### src/rtl/johnson_decoder_pkg.sv
// johnson_pkg: shared types and Johnson-code helpers.
//   JC_N      code width; the legal sequence has 2*JC_N states
//   IDXW      width of a decoded state index
//   lock_state_e  lock FSM states
//   jc_index / jc_legal  decode and validate one code word
package johnson_pkg;

    localparam int JC_N      = 4;
    localparam int JC_STATES = 2 * JC_N;
    localparam int IDXW      = $clog2(JC_STATES);

    typedef enum logic {
        SEARCH = 1'b0,
        LOCKED = 1'b1
    } lock_state_e;

    // Mask with the low cnt bits set.
    function automatic logic [JC_N-1:0] jc_fill(int cnt);
        logic [JC_N-1:0] m;
        m = '0;
        for (int i = 0; i < JC_N; i++) begin
            if (i < cnt) m[i] = 1'b1;
        end
        return m;
    endfunction

    // Ones in the filling half, zeros in the draining half.
    function automatic int jc_count(logic [JC_N-1:0] code);
        int c;
        c = 0;
        for (int i = 0; i < JC_N; i++) begin
            if (code[JC_N-1] ? !code[i] : code[i]) c++;
        end
        return c;
    endfunction

    function automatic logic [IDXW-1:0] jc_index(logic [JC_N-1:0] code);
        int c;
        c = jc_count(code);
        return code[JC_N-1] ? IDXW'(JC_N + c) : IDXW'(c);
    endfunction

    function automatic logic jc_legal(logic [JC_N-1:0] code);
        int c;
        c = jc_count(code);
        return code[JC_N-1] ? (code == ~jc_fill(c)) : (code == jc_fill(c));
    endfunction

endpackage

### src/rtl/johnson_decoder_if.sv
// johnson_decoder_if: code sample in, decoded result out.
//   slave  : decoder side (takes code_i/code_valid_i, drives *_o)
//   master : source/consumer side
interface johnson_decoder_if #(parameter int ERRW = 8);
    import johnson_pkg::*;

    logic [JC_N-1:0] code_i;
    logic            code_valid_i;
    logic [IDXW-1:0] index_o;
    logic            index_valid_o;
    logic            illegal_o;
    logic            dir_o;
    logic            step_err_o;
    logic            locked_o;
    logic [ERRW-1:0] err_cnt_o;

    modport slave (
        input  code_i, code_valid_i,
        output index_o, index_valid_o, illegal_o, dir_o, step_err_o, locked_o, err_cnt_o
    );

    modport master (
        output code_i, code_valid_i,
        input  index_o, index_valid_o, illegal_o, dir_o, step_err_o, locked_o, err_cnt_o
    );

endinterface

### src/rtl/johnson_decoder_code_check.sv
// johnson_code_check: combinational Johnson code -> state index + legality.
//   code_i   JC_N-bit code word
//   index_o  decoded index 0..2*JC_N-1 (meaningless when legal_o=0)
//   legal_o  code is one of the 2*JC_N legal patterns
module johnson_code_check
    import johnson_pkg::*;
(
    input  logic [JC_N-1:0] code_i,
    output logic [IDXW-1:0] index_o,
    output logic            legal_o
);

    assign index_o = jc_index(code_i);
    assign legal_o = jc_legal(code_i);

endmodule

### src/rtl/johnson_decoder.sv
// johnson_decoder: validates sampled Johnson codes, decodes the state index,
// tracks step direction and locks onto a clean +/-1 sequence.
//   clk, rst   clock (rising), async active-low reset
//   bus        johnson_decoder_if.slave: code_i/code_valid_i in; index_o,
//              index_valid_o, illegal_o, dir_o, step_err_o, locked_o, err_cnt_o out
// Config macro JOHNSON_DEC_ERR_CNT_EN: builds the saturating lock-loss counter;
// otherwise err_cnt_o is tied to 0.
module johnson_decoder
    import johnson_pkg::*;
#(
    parameter int LOCK_CNT = 3,   // 1..15
    parameter int ERRW     = 8
) (
    input  logic               clk,
    input  logic               rst,
    johnson_decoder_if.slave   bus
);

    localparam logic [3:0] LOCK_LAST = 4'(LOCK_CNT - 1);

    logic [IDXW-1:0] dec_idx;
    logic            dec_legal;

    johnson_code_check u_chk (
        .code_i  (bus.code_i),
        .index_o (dec_idx),
        .legal_o (dec_legal)
    );

    lock_state_e     state_q, state_d;
    logic [IDXW-1:0] index_q, index_d;
    logic            vld_q, vld_d;
    logic            illegal_q, illegal_d;
    logic            dir_q, dir_d;
    logic            step_err_q, step_err_d;
    logic            prev_valid_q, prev_valid_d;
    logic [3:0]      good_q, good_d;
    logic            bad, good_step, loss;

    // index_q doubles as the previous index: it only moves on legal samples.
    logic [IDXW-1:0] nxt_idx, prv_idx;
    assign nxt_idx = (index_q == IDXW'(JC_STATES - 1)) ? '0 : index_q + 1'b1;
    assign prv_idx = (index_q == '0) ? IDXW'(JC_STATES - 1) : index_q - 1'b1;

    always_comb begin
        state_d      = state_q;
        index_d      = index_q;
        vld_d        = 1'b0;
        illegal_d    = illegal_q;
        dir_d        = dir_q;
        step_err_d   = step_err_q;
        prev_valid_d = prev_valid_q;
        good_d       = good_q;
        bad          = 1'b0;
        good_step    = 1'b0;
        loss         = 1'b0;
        if (bus.code_valid_i) begin
            vld_d      = 1'b1;
            illegal_d  = !dec_legal;
            step_err_d = 1'b0;
            if (!dec_legal) begin
                bad = 1'b1;
            end else begin
                index_d      = dec_idx;
                prev_valid_d = 1'b1;
                if (prev_valid_q) begin
                    if (dec_idx == nxt_idx) begin
                        dir_d     = 1'b1;
                        good_step = 1'b1;
                    end else if (dec_idx == prv_idx) begin
                        dir_d     = 1'b0;
                        good_step = 1'b1;
                    end else if (dec_idx != index_q) begin
                        step_err_d = 1'b1;
                        bad        = 1'b1;
                    end
                end
            end
            case (state_q)
                SEARCH: begin
                    if (bad) begin
                        good_d = '0;
                    end else if (good_step) begin
                        if (good_q == LOCK_LAST) begin
                            state_d = LOCKED;
                            good_d  = '0;
                        end else begin
                            good_d = good_q + 4'd1;
                        end
                    end
                end
                LOCKED: begin
                    // Lock loss: next legal sample is treated as a first sample.
                    if (bad) begin
                        state_d      = SEARCH;
                        good_d       = '0;
                        prev_valid_d = 1'b0;
                        loss         = 1'b1;
                    end
                end
                default: state_d = SEARCH;
            endcase
        end
    end

    always_ff @(posedge clk or negedge rst) begin
        if (!rst) begin
            state_q      <= SEARCH;
            index_q      <= '0;
            vld_q        <= 1'b0;
            illegal_q    <= 1'b0;
            dir_q        <= 1'b0;
            step_err_q   <= 1'b0;
            prev_valid_q <= 1'b0;
            good_q       <= '0;
        end else begin
            state_q      <= state_d;
            index_q      <= index_d;
            vld_q        <= vld_d;
            illegal_q    <= illegal_d;
            dir_q        <= dir_d;
            step_err_q   <= step_err_d;
            prev_valid_q <= prev_valid_d;
            good_q       <= good_d;
        end
    end

`ifdef JOHNSON_DEC_ERR_CNT_EN
    logic [ERRW-1:0] err_cnt_q;
    always_ff @(posedge clk or negedge rst) begin
        if (!rst)                            err_cnt_q <= '0;
        else if (loss && (err_cnt_q != '1)) err_cnt_q <= err_cnt_q + 1'b1;
    end
    assign bus.err_cnt_o = err_cnt_q;
`else
    logic loss_unused;
    assign loss_unused   = loss;
    assign bus.err_cnt_o = {ERRW{1'b0}};
`endif

    assign bus.index_o       = index_q;
    assign bus.index_valid_o = vld_q;
    assign bus.illegal_o     = illegal_q;
    assign bus.dir_o         = dir_q;
    assign bus.step_err_o    = step_err_q;
    assign bus.locked_o      = (state_q == LOCKED);

endmodule

### src/flat_wrapper.sv
// flat-port wrapper written by rule: the top's interface ports become plain ports
module johnson_decoder_flat import johnson_pkg::*;
#(
    parameter int LOCK_CNT = 3,           
    parameter int ERRW     = 8
)
  (clk, rst, bus_code_i, bus_code_valid_i, bus_index_o, bus_index_valid_o, bus_illegal_o, bus_dir_o, bus_step_err_o, bus_locked_o, bus_err_cnt_o);
  johnson_decoder_if #(.ERRW(ERRW)) bus_i ();
  input  logic clk;
  input  logic rst;
  input wire logic [$bits(bus_i.code_i)-1:0] bus_code_i;
  input wire logic [$bits(bus_i.code_valid_i)-1:0] bus_code_valid_i;
  output wire logic [$bits(bus_i.index_o)-1:0] bus_index_o;
  output wire logic [$bits(bus_i.index_valid_o)-1:0] bus_index_valid_o;
  output wire logic [$bits(bus_i.illegal_o)-1:0] bus_illegal_o;
  output wire logic [$bits(bus_i.dir_o)-1:0] bus_dir_o;
  output wire logic [$bits(bus_i.step_err_o)-1:0] bus_step_err_o;
  output wire logic [$bits(bus_i.locked_o)-1:0] bus_locked_o;
  output wire logic [$bits(bus_i.err_cnt_o)-1:0] bus_err_cnt_o;
  assign bus_i.code_i = bus_code_i;
  assign bus_i.code_valid_i = bus_code_valid_i;
  assign bus_index_o = bus_i.index_o;
  assign bus_index_valid_o = bus_i.index_valid_o;
  assign bus_illegal_o = bus_i.illegal_o;
  assign bus_dir_o = bus_i.dir_o;
  assign bus_step_err_o = bus_i.step_err_o;
  assign bus_locked_o = bus_i.locked_o;
  assign bus_err_cnt_o = bus_i.err_cnt_o;
  johnson_decoder #(.LOCK_CNT(LOCK_CNT), .ERRW(ERRW)) u_core (.clk(clk), .rst(rst), .bus(bus_i));
endmodule
### config.mk
export PLATFORM = sky130hd
export DESIGN_NAME = johnson_decoder_flat
export DESIGN_NICKNAME = d
export VERILOG_FILES = /design/src/rtl/johnson_decoder_pkg.sv /design/src/rtl/johnson_decoder_if.sv /design/src/rtl/johnson_decoder_code_check.sv /design/src/rtl/johnson_decoder.sv /design/src/flat_wrapper.sv
export SDC_FILE = /design/constraint.sdc
export NUM_CORES = 1
export LEC_CHECK = 0
export CAP_MARGIN = 20
export CORE_UTILIZATION = 51
export DETAILED_ROUTE_END_ITERATION = 6
export PLACE_DENSITY = 0.83
export SETUP_SLACK_MARGIN = 0.5
export SYNTH_ARGS = -nofsm -noshare
export SYNTH_HDL_FRONTEND = slang
export SYNTH_HIERARCHICAL = 1
export SYNTH_SLANG_ARGS = --single-unit
### constraint.sdc
create_clock -name clk -period 2.45 [get_ports clk]
set_clock_uncertainty 0.1 [all_clocks]
set_input_delay 0.49 -clock clk [delete_from_list [all_inputs] [get_ports clk]]
set_output_delay 0.49 -clock clk [all_outputs]
set_load 0.01 [all_outputs]
# After elaboration in Yosys (flattened, before gate mapping)
# Cells that the tools add are included.
# totals
reg_bits	13
input_bits	7
out_inout_bits	16
wordCells	84
# classes
addsub	7
n_lt_le_gt_ge	4
n_eq_ne	9
mux	44
bitwise_logic	2
reduce_logical	10
# ops
operator	n
adder 32 x 2 -> 32 bit (second input constant)	3
2-to-1 mux 32 bit	3
< comparator 3 x 32 -> 1 bit (first input constant)	2
< comparator 1 x 32 -> 1 bit (first input constant)	1
< comparator 2 x 32 -> 1 bit (first input constant)	1
2-to-1 mux 1 bit	32
2-to-1 mux 4 bit	4
2-to-1 mux 3 bit	3
equality test 4 bit	2
one-hot mux 4 bit (2 select lines)	1
equality test 3 bit	2
logical NOT 1 bit	5
adder 4 x 1 -> 4 bit (second input constant)	1
equality test 4 x 2 -> 1 bit (second input constant)	1
NOT 4 bit	1
AND reduction 4 bit	1
adder 3 x 1 -> 3 bit (second input constant)	1
adder 3 bit (first input constant)	1
equality test 3 bit (second input constant)	1
logical NOT 3 bit	1
inequality test 3 x 1 -> 1 bit (second input constant)	1
inequality test 3 bit	1
AND reduction 3 bit	1
subtractor 3 x 1 -> 3 bit (second input constant)	1
other kinds (5)	5

# Depth between registers and ports, before layout
# logic_depth
word_depth	20
mapped_depth	12
ltp_nobuf	11

# Hierarchy
# Netlist, hierarchy kept.
# by_module_without_submodules
module	instances	cells_per_inst	area_per_inst_um2	seq_area_each_um2
johnson_decoder	1	88	844.6	325.3
johnson_code_check	1	31	277.8	0.0

# Least setup slack after synthesis
# No wires, ideal clock.
# synth_path
kind	input to register
start	input bus_code_i[3]
end	register u_core.good_q[1]
setup_time_ns	0.082
arrival_ns	2.962
required_ns	2.268
setup_slack_ns	-0.695
path_stages	11
path_buffers	1
cell_sequence	buf_6 -> xnor2_1 -> fa_1 -> o21a_1 -> nor3_1 -> o221ai_2 -> nor3b_2 -> nand2_1 -> nor3_1 -> nand2_1 -> o22ai_1
# synth_via
word_cells_on_any_way	45
cone_classes	4 x add/sub; 4 x order compare; 7 x eq/ne; 27 x mux; 1 x bitwise; 2 x reduce/logical
# synth_lines
element	line	rtl
start: declaration	flat_wrapper.sv:11	input wire logic [$bits(bus_i.code_i)-1:0] bus_code_i;
2-to-1 mux 1 bit (2 in a row)	johnson_decoder_pkg.sv:32	if (code[JC_N-1] ? !code[i] : code[i]) c++;
adder 32 x 2 -> 32 bit	johnson_decoder_pkg.sv:32	
2-to-1 mux 32 bit	johnson_decoder_pkg.sv:32	
adder 32 x 2 -> 32 bit	johnson_decoder_pkg.sv:32	
2-to-1 mux 32 bit	johnson_decoder_pkg.sv:32	
adder 32 x 2 -> 32 bit	johnson_decoder_pkg.sv:32	
2-to-1 mux 32 bit	johnson_decoder_pkg.sv:32	
< comparator 1 x 32 -> 1 bit, or another cell as far along	johnson_decoder_pkg.sv:22	if (i < cnt) m[i] = 1'b1;
2-to-1 mux 1 bit	johnson_decoder_pkg.sv:22	
NOT 4 bit	johnson_decoder_pkg.sv:46	return code[JC_N-1] ? (code == ~jc_fill(c)) : (code == jc_fill(c));
equality test 4 bit	johnson_decoder_pkg.sv:46	
2-to-1 mux 1 bit *	johnson_decoder_pkg.sv:46	
named net u_core.dec_legal	johnson_decoder.sv:22	logic dec_legal;
2-to-1 mux 1 bit	johnson_decoder.sv:61	if (!dec_legal) begin
2-to-1 mux 1 bit	johnson_decoder.sv:57	if (bus.code_valid_i) begin
inequality test 3 x 1 -> 1 bit (no line), or another cell as far along	n/a	
AND reduction 3 bit (no line) or one-hot mux 4 bit (2 select lines) (tied branches)	n/a	
end signal: assignment	johnson_decoder.sv:124	good_q <= good_d;
end: declaration	johnson_decoder.sv:37	logic [3:0] good_q, good_d;
# The timed path passes the listed nets; every way through them passes the cells marked *. The select of a mux whose other input is x is not followed.
# A chain may end at the register's enable or synchronous reset.

# Final worst setup path
# layout_path
start	input bus_code_i[3]
end	register u_core.good_q[2]
# layout_via
elab_chain_len	19
word_cells_on_any_way	45
cone_classes	4 x add/sub; 4 x order compare; 7 x eq/ne; 27 x mux; 1 x bitwise; 2 x reduce/logical
# layout_lines
element	line	rtl
2-to-1 mux 1 bit (2 in a row)	johnson_decoder_pkg.sv:32	
adder 32 x 2 -> 32 bit	johnson_decoder_pkg.sv:32	
2-to-1 mux 32 bit	johnson_decoder_pkg.sv:32	
adder 32 x 2 -> 32 bit	johnson_decoder_pkg.sv:32	
2-to-1 mux 32 bit	johnson_decoder_pkg.sv:32	
adder 32 x 2 -> 32 bit	johnson_decoder_pkg.sv:32	
2-to-1 mux 32 bit	johnson_decoder_pkg.sv:32	
adder 3 bit	johnson_decoder_pkg.sv:40	return code[JC_N-1] ? IDXW'(JC_N + c) : IDXW'(c);
[... 1 more ...]	n/a	
named net u_core.dec_idx[0]	johnson_decoder.sv:21	logic [IDXW-1:0] dec_idx;
[... 1 more ...]	n/a	
2-to-1 mux 1 bit	johnson_decoder.sv:73	end else if (dec_idx != index_q) begin
2-to-1 mux 1 bit	johnson_decoder.sv:70	end else if (dec_idx == prv_idx) begin
2-to-1 mux 1 bit	johnson_decoder.sv:67	if (dec_idx == nxt_idx) begin
2-to-1 mux 1 bit	johnson_decoder.sv:66	if (prev_valid_q) begin
2-to-1 mux 1 bit	johnson_decoder.sv:61	
2-to-1 mux 1 bit	johnson_decoder.sv:57	
inequality test 3 x 1 -> 1 bit (no line), or another cell as far along	n/a	
AND reduction 3 bit (no line) or one-hot mux 4 bit (2 select lines) (tied branches)	n/a	
# Marked as above.

==> impl_results.md <==
- DR DRC count: 0
- Nets: between 150 and 200
- Seq/Total Area, Yosys: 29.0%
- Clock tree root buffer cell: clkbuf_4
- First-pass GRT wire length: 5040 µm
- Core area: 2020 µm²
- Largest stage delay, worst path: 0.63 ns
- Layout cell share with drive strength beyond 1: about two fifths
- Status: complete, but fails checks
- Worst-path cell with the longest stage delay: fa_2
- DPL Wire Length: 2010 µm
- # placed instances: 176
- Max-slew headroom: 61.0%
- Post-synthesis instance area: around 1100 µm²
- Final RePlAce weighted congestion: about 0.81
- Clock slew at reported path FFs: 0.07 ns
- Largest family of logic cells by synthesized area: compound AO/OA/AOI/OAI gates
- Unrepaired setup endpoints after global routing: yes
- Initial Util: 55.5%
- Min cycle time layout: 2.72 ns
- Static leakage: between 0.7 and 0.8 nW
- Port bufs: 14
- Data arrival time of the worst path: 2.82 ns
- Post-synth EDFFs: 0
- WL final: approximately 3300 µm
- Final cell count without fillers: roughly 190
- Area grow syn2layout: 47.3%
- Final ANT Viol Nets: 0
- GRT overflow: 0
- Top Ports: 23
- Synth Area in XOR/XNOR: 9.48%
- GRT Overall Usage: 28.5%
- Synth Area in Compound Gates: between 10% and 20%
- DR iter-0 viols: 50
- CP Class: in2reg
- CTS tree: done
- Post-Synth Simple-Gate Area: a little over an eighth
- Max FO, Critical Path: 4
- WL/cell: 18.1 µm
- Final Util: 81.7%
- 1st-pass router iterations: 4
- Hold WC Path Type: reg2reg
- Yosys warns: 6
- Period utilization: 111%
- CTS Buf Count: 3
- # Max-Cap Violations: 0
- Mean area per synthesized cell: 9.43 µm²
- Fmax: 0.367 GHz
- Final Max Slew Viols: 0
- Critical Path, Cell by Cell: buf_12, buf_6, xnor2_4, fa_2, inv_2, xor2_2, buf_4, o31ai_1, a31oi_1, o21ai_2, a31oi_4, o21ai_1
- Antenna cells: 0
- CP Launch Type: primary input
- Hold Vio Cnt, Final: 0
- Post-synth cell types: 44
- Vias in the first global route: around 1100
- Failing checks: setup timing
- Die area: 2390 µm²
- Vias: approximately 1100
- Largest net degree at the start of global routing: 14
- CP Capture Type: flop
- Die W: 48.9 µm
- Post-Synth Adder-Cell Area: a little over a tenth
- Worst slew pin tran: 0.584 ns
- Prevailing post-synth register cell: dfrtp_1
- Final hold slack: 0.450 ns
- Post-route setup TNS: -2.36 ns
- Die height: 48.9 µm
- Pwr per Cell Area: 1030 nW/µm²
- Post-DR vias/cell: 5.91
- VDD IR max: 0.00102 V
- Buf+Inv Stages, Crit Path: 4
- Setup ws final: -0.275 ns
- Clock Tree Buf Depth: 2
- Initial antenna violation count: 0
- Row Count: 16
- H-tree levels: 1
- Most frequent cells in the layout: buf_4 (20), inv_1 (11), dfrtp_1 (11), clkdlybuf4s50_1 (10)
- Finish-stage setup viols: 11
- Async set-reset flop share out of synthesis: 100%
- Clock insertion delay at the later pin of the skew report: 0.28 ns
- Cells after Synth: 119
- Worst setup startpoint: bus_code_i[3]
- Synthesized flop and latch total: 13
- CP required: 2.55 ns
- Clk sinks: 13
- Commonest non-fill, non-tap cell in the layout: buf_4
- Worst flop-to-flop path startpoint: u_core/bus.index_o[1]
- Crit path max-delay family: compound AO/OA/AOI/OAI gates
- Hold Crit Start: u_core/bus.illegal_o
- Multiplexer area fraction after synthesis: slightly below 6%
[path summary, 6_finish.rpt]
check	to	slack [ns]	cells after the start
setup reg to reg	u_core/good_q[1]	0.23	8
setup / recovery	u_core/good_q[2]	-0.27	12
max in group asynchronous	u_core/bus.index_o[0]	1.36	1
hold / removal	u_core/bus.illegal_o	0.45	2
hold reg to reg	u_core/bus.illegal_o	0.45	2
min in group asynchronous	u_core/bus.illegal_o	0.48	1
[worst reg2reg max path, stage by stage, from the launching register on]
cell	delay [ns]
dfrtp_1	0.44
inv_1	0.09
ha_1	0.19
nor3_1	0.17
a21oi_1	0.09
xor2_1	0.17
or3_1	0.44
a31oi_4	0.29
o22ai_2	0.12
[per-layer routing]
| layer | share of wire, % | track usage [%] | wire length, µm |
|---|---|---|---|
| met1 | 38 | 31.5 | 1260 |
| met2 | 52 | 51.2 | 1740 |
| met3 | 6.2 | 6.54 | 208 |
| met4 | 4.1 | 13.2 | 136 |
| met5 | 0 | 0 | 0 |
[where the power goes]
| group | total (mW) | internal, mW | switching, mW |
|---|---|---|---|
| Combinational | 1.22 | 0.606 | 0.614 |
| Clock | 0.133 | 0.0633 | 0.0699 |
| Sequential | 0.343 | 0.271 | 0.0723 |
| Total | 1.70 | 0.940 | 0.756 |
[final cells by class]
| type | count | area, µm² |
|---|---|---|
| multi-input cells | 89 | 866 |
| clock buffers | 4 | 26.3 |
| well taps | 27 | 33.8 |
| repair buffers | 39 | 350 |
| fillers | 117 | 369 |
| flip-flops and latches | 13 | 328 |
| inverters | 13 | 48.8 |
[logic make-up (layout without fill, tap and decap cells)]
logic type	Yosys count	count (layout)
AO/OA/AOI/OAI	28	28
AND/OR/NAND/NOR	28	28
buffers and inverters	24	56
flip-flops	13	13
XOR/XNOR	10	10
adder cells (fa/ha/maj)	9	9
multiplexers	6	6
other	1	8
[through the flow]
step	total power [mW]	area, µm²	setup slack [ns]
2_1_floorplan	0.844	1200	-0.360
3_3_place_gp	1.24	1440	-0.966
3_5_place_dp	1.29	1440	-1.13
4_1_cts	1.55	1570	-0.232
5_1_grt	1.80	1650	-0.367
6_report	1.70	1650	-0.275
[repair_timing]
item                                    in CTS  in global routing
endpoints found under the setup margin      12                 14
setup buffers                                4                  1
pin swaps                                   13                 11
hold buffers                                 0                  0
gates resized for setup                     34                 13
[flip-flops by register name, indices dropped and copies added (netlist names)]
| signal | cells |
|---|---|
| u_core/prev_valid_q | 1 |
| u_core/bus.index_o | 3 |
| u_core/bus.illegal_o | 1 |
| u_core/bus.dir_o | 1 |
| u_core/bus.index_valid_o | 1 |
| u_core/bus.locked_o | 1 |
| u_core/good_q | 4 |
| u_core/bus.step_err_o | 1 |
[synthesized netlist by cell type, types with 2 or more instances]
master	count	area share, %
a21oi_1	2	0.89
nor3_1	4	1.8
nand3_1	3	1.3
xor2_1	5	3.9
nor2_1	3	1.0
ha_1	8	8.9
o21ai_1	7	3.1
inv_1	13	4.3
mux2i_1	2	1.8
buf_4	8	5.4
o21a_1	2	1.3
xnor2_1	4	3.1
nand2_1	6	2.0
o211ai_1	3	2.0
mux2_2	4	4.0
nor2b_1	3	1.7
nand2b_1	3	1.7
dfrtp_1	13	29
(Power assumes the default switching activity.)
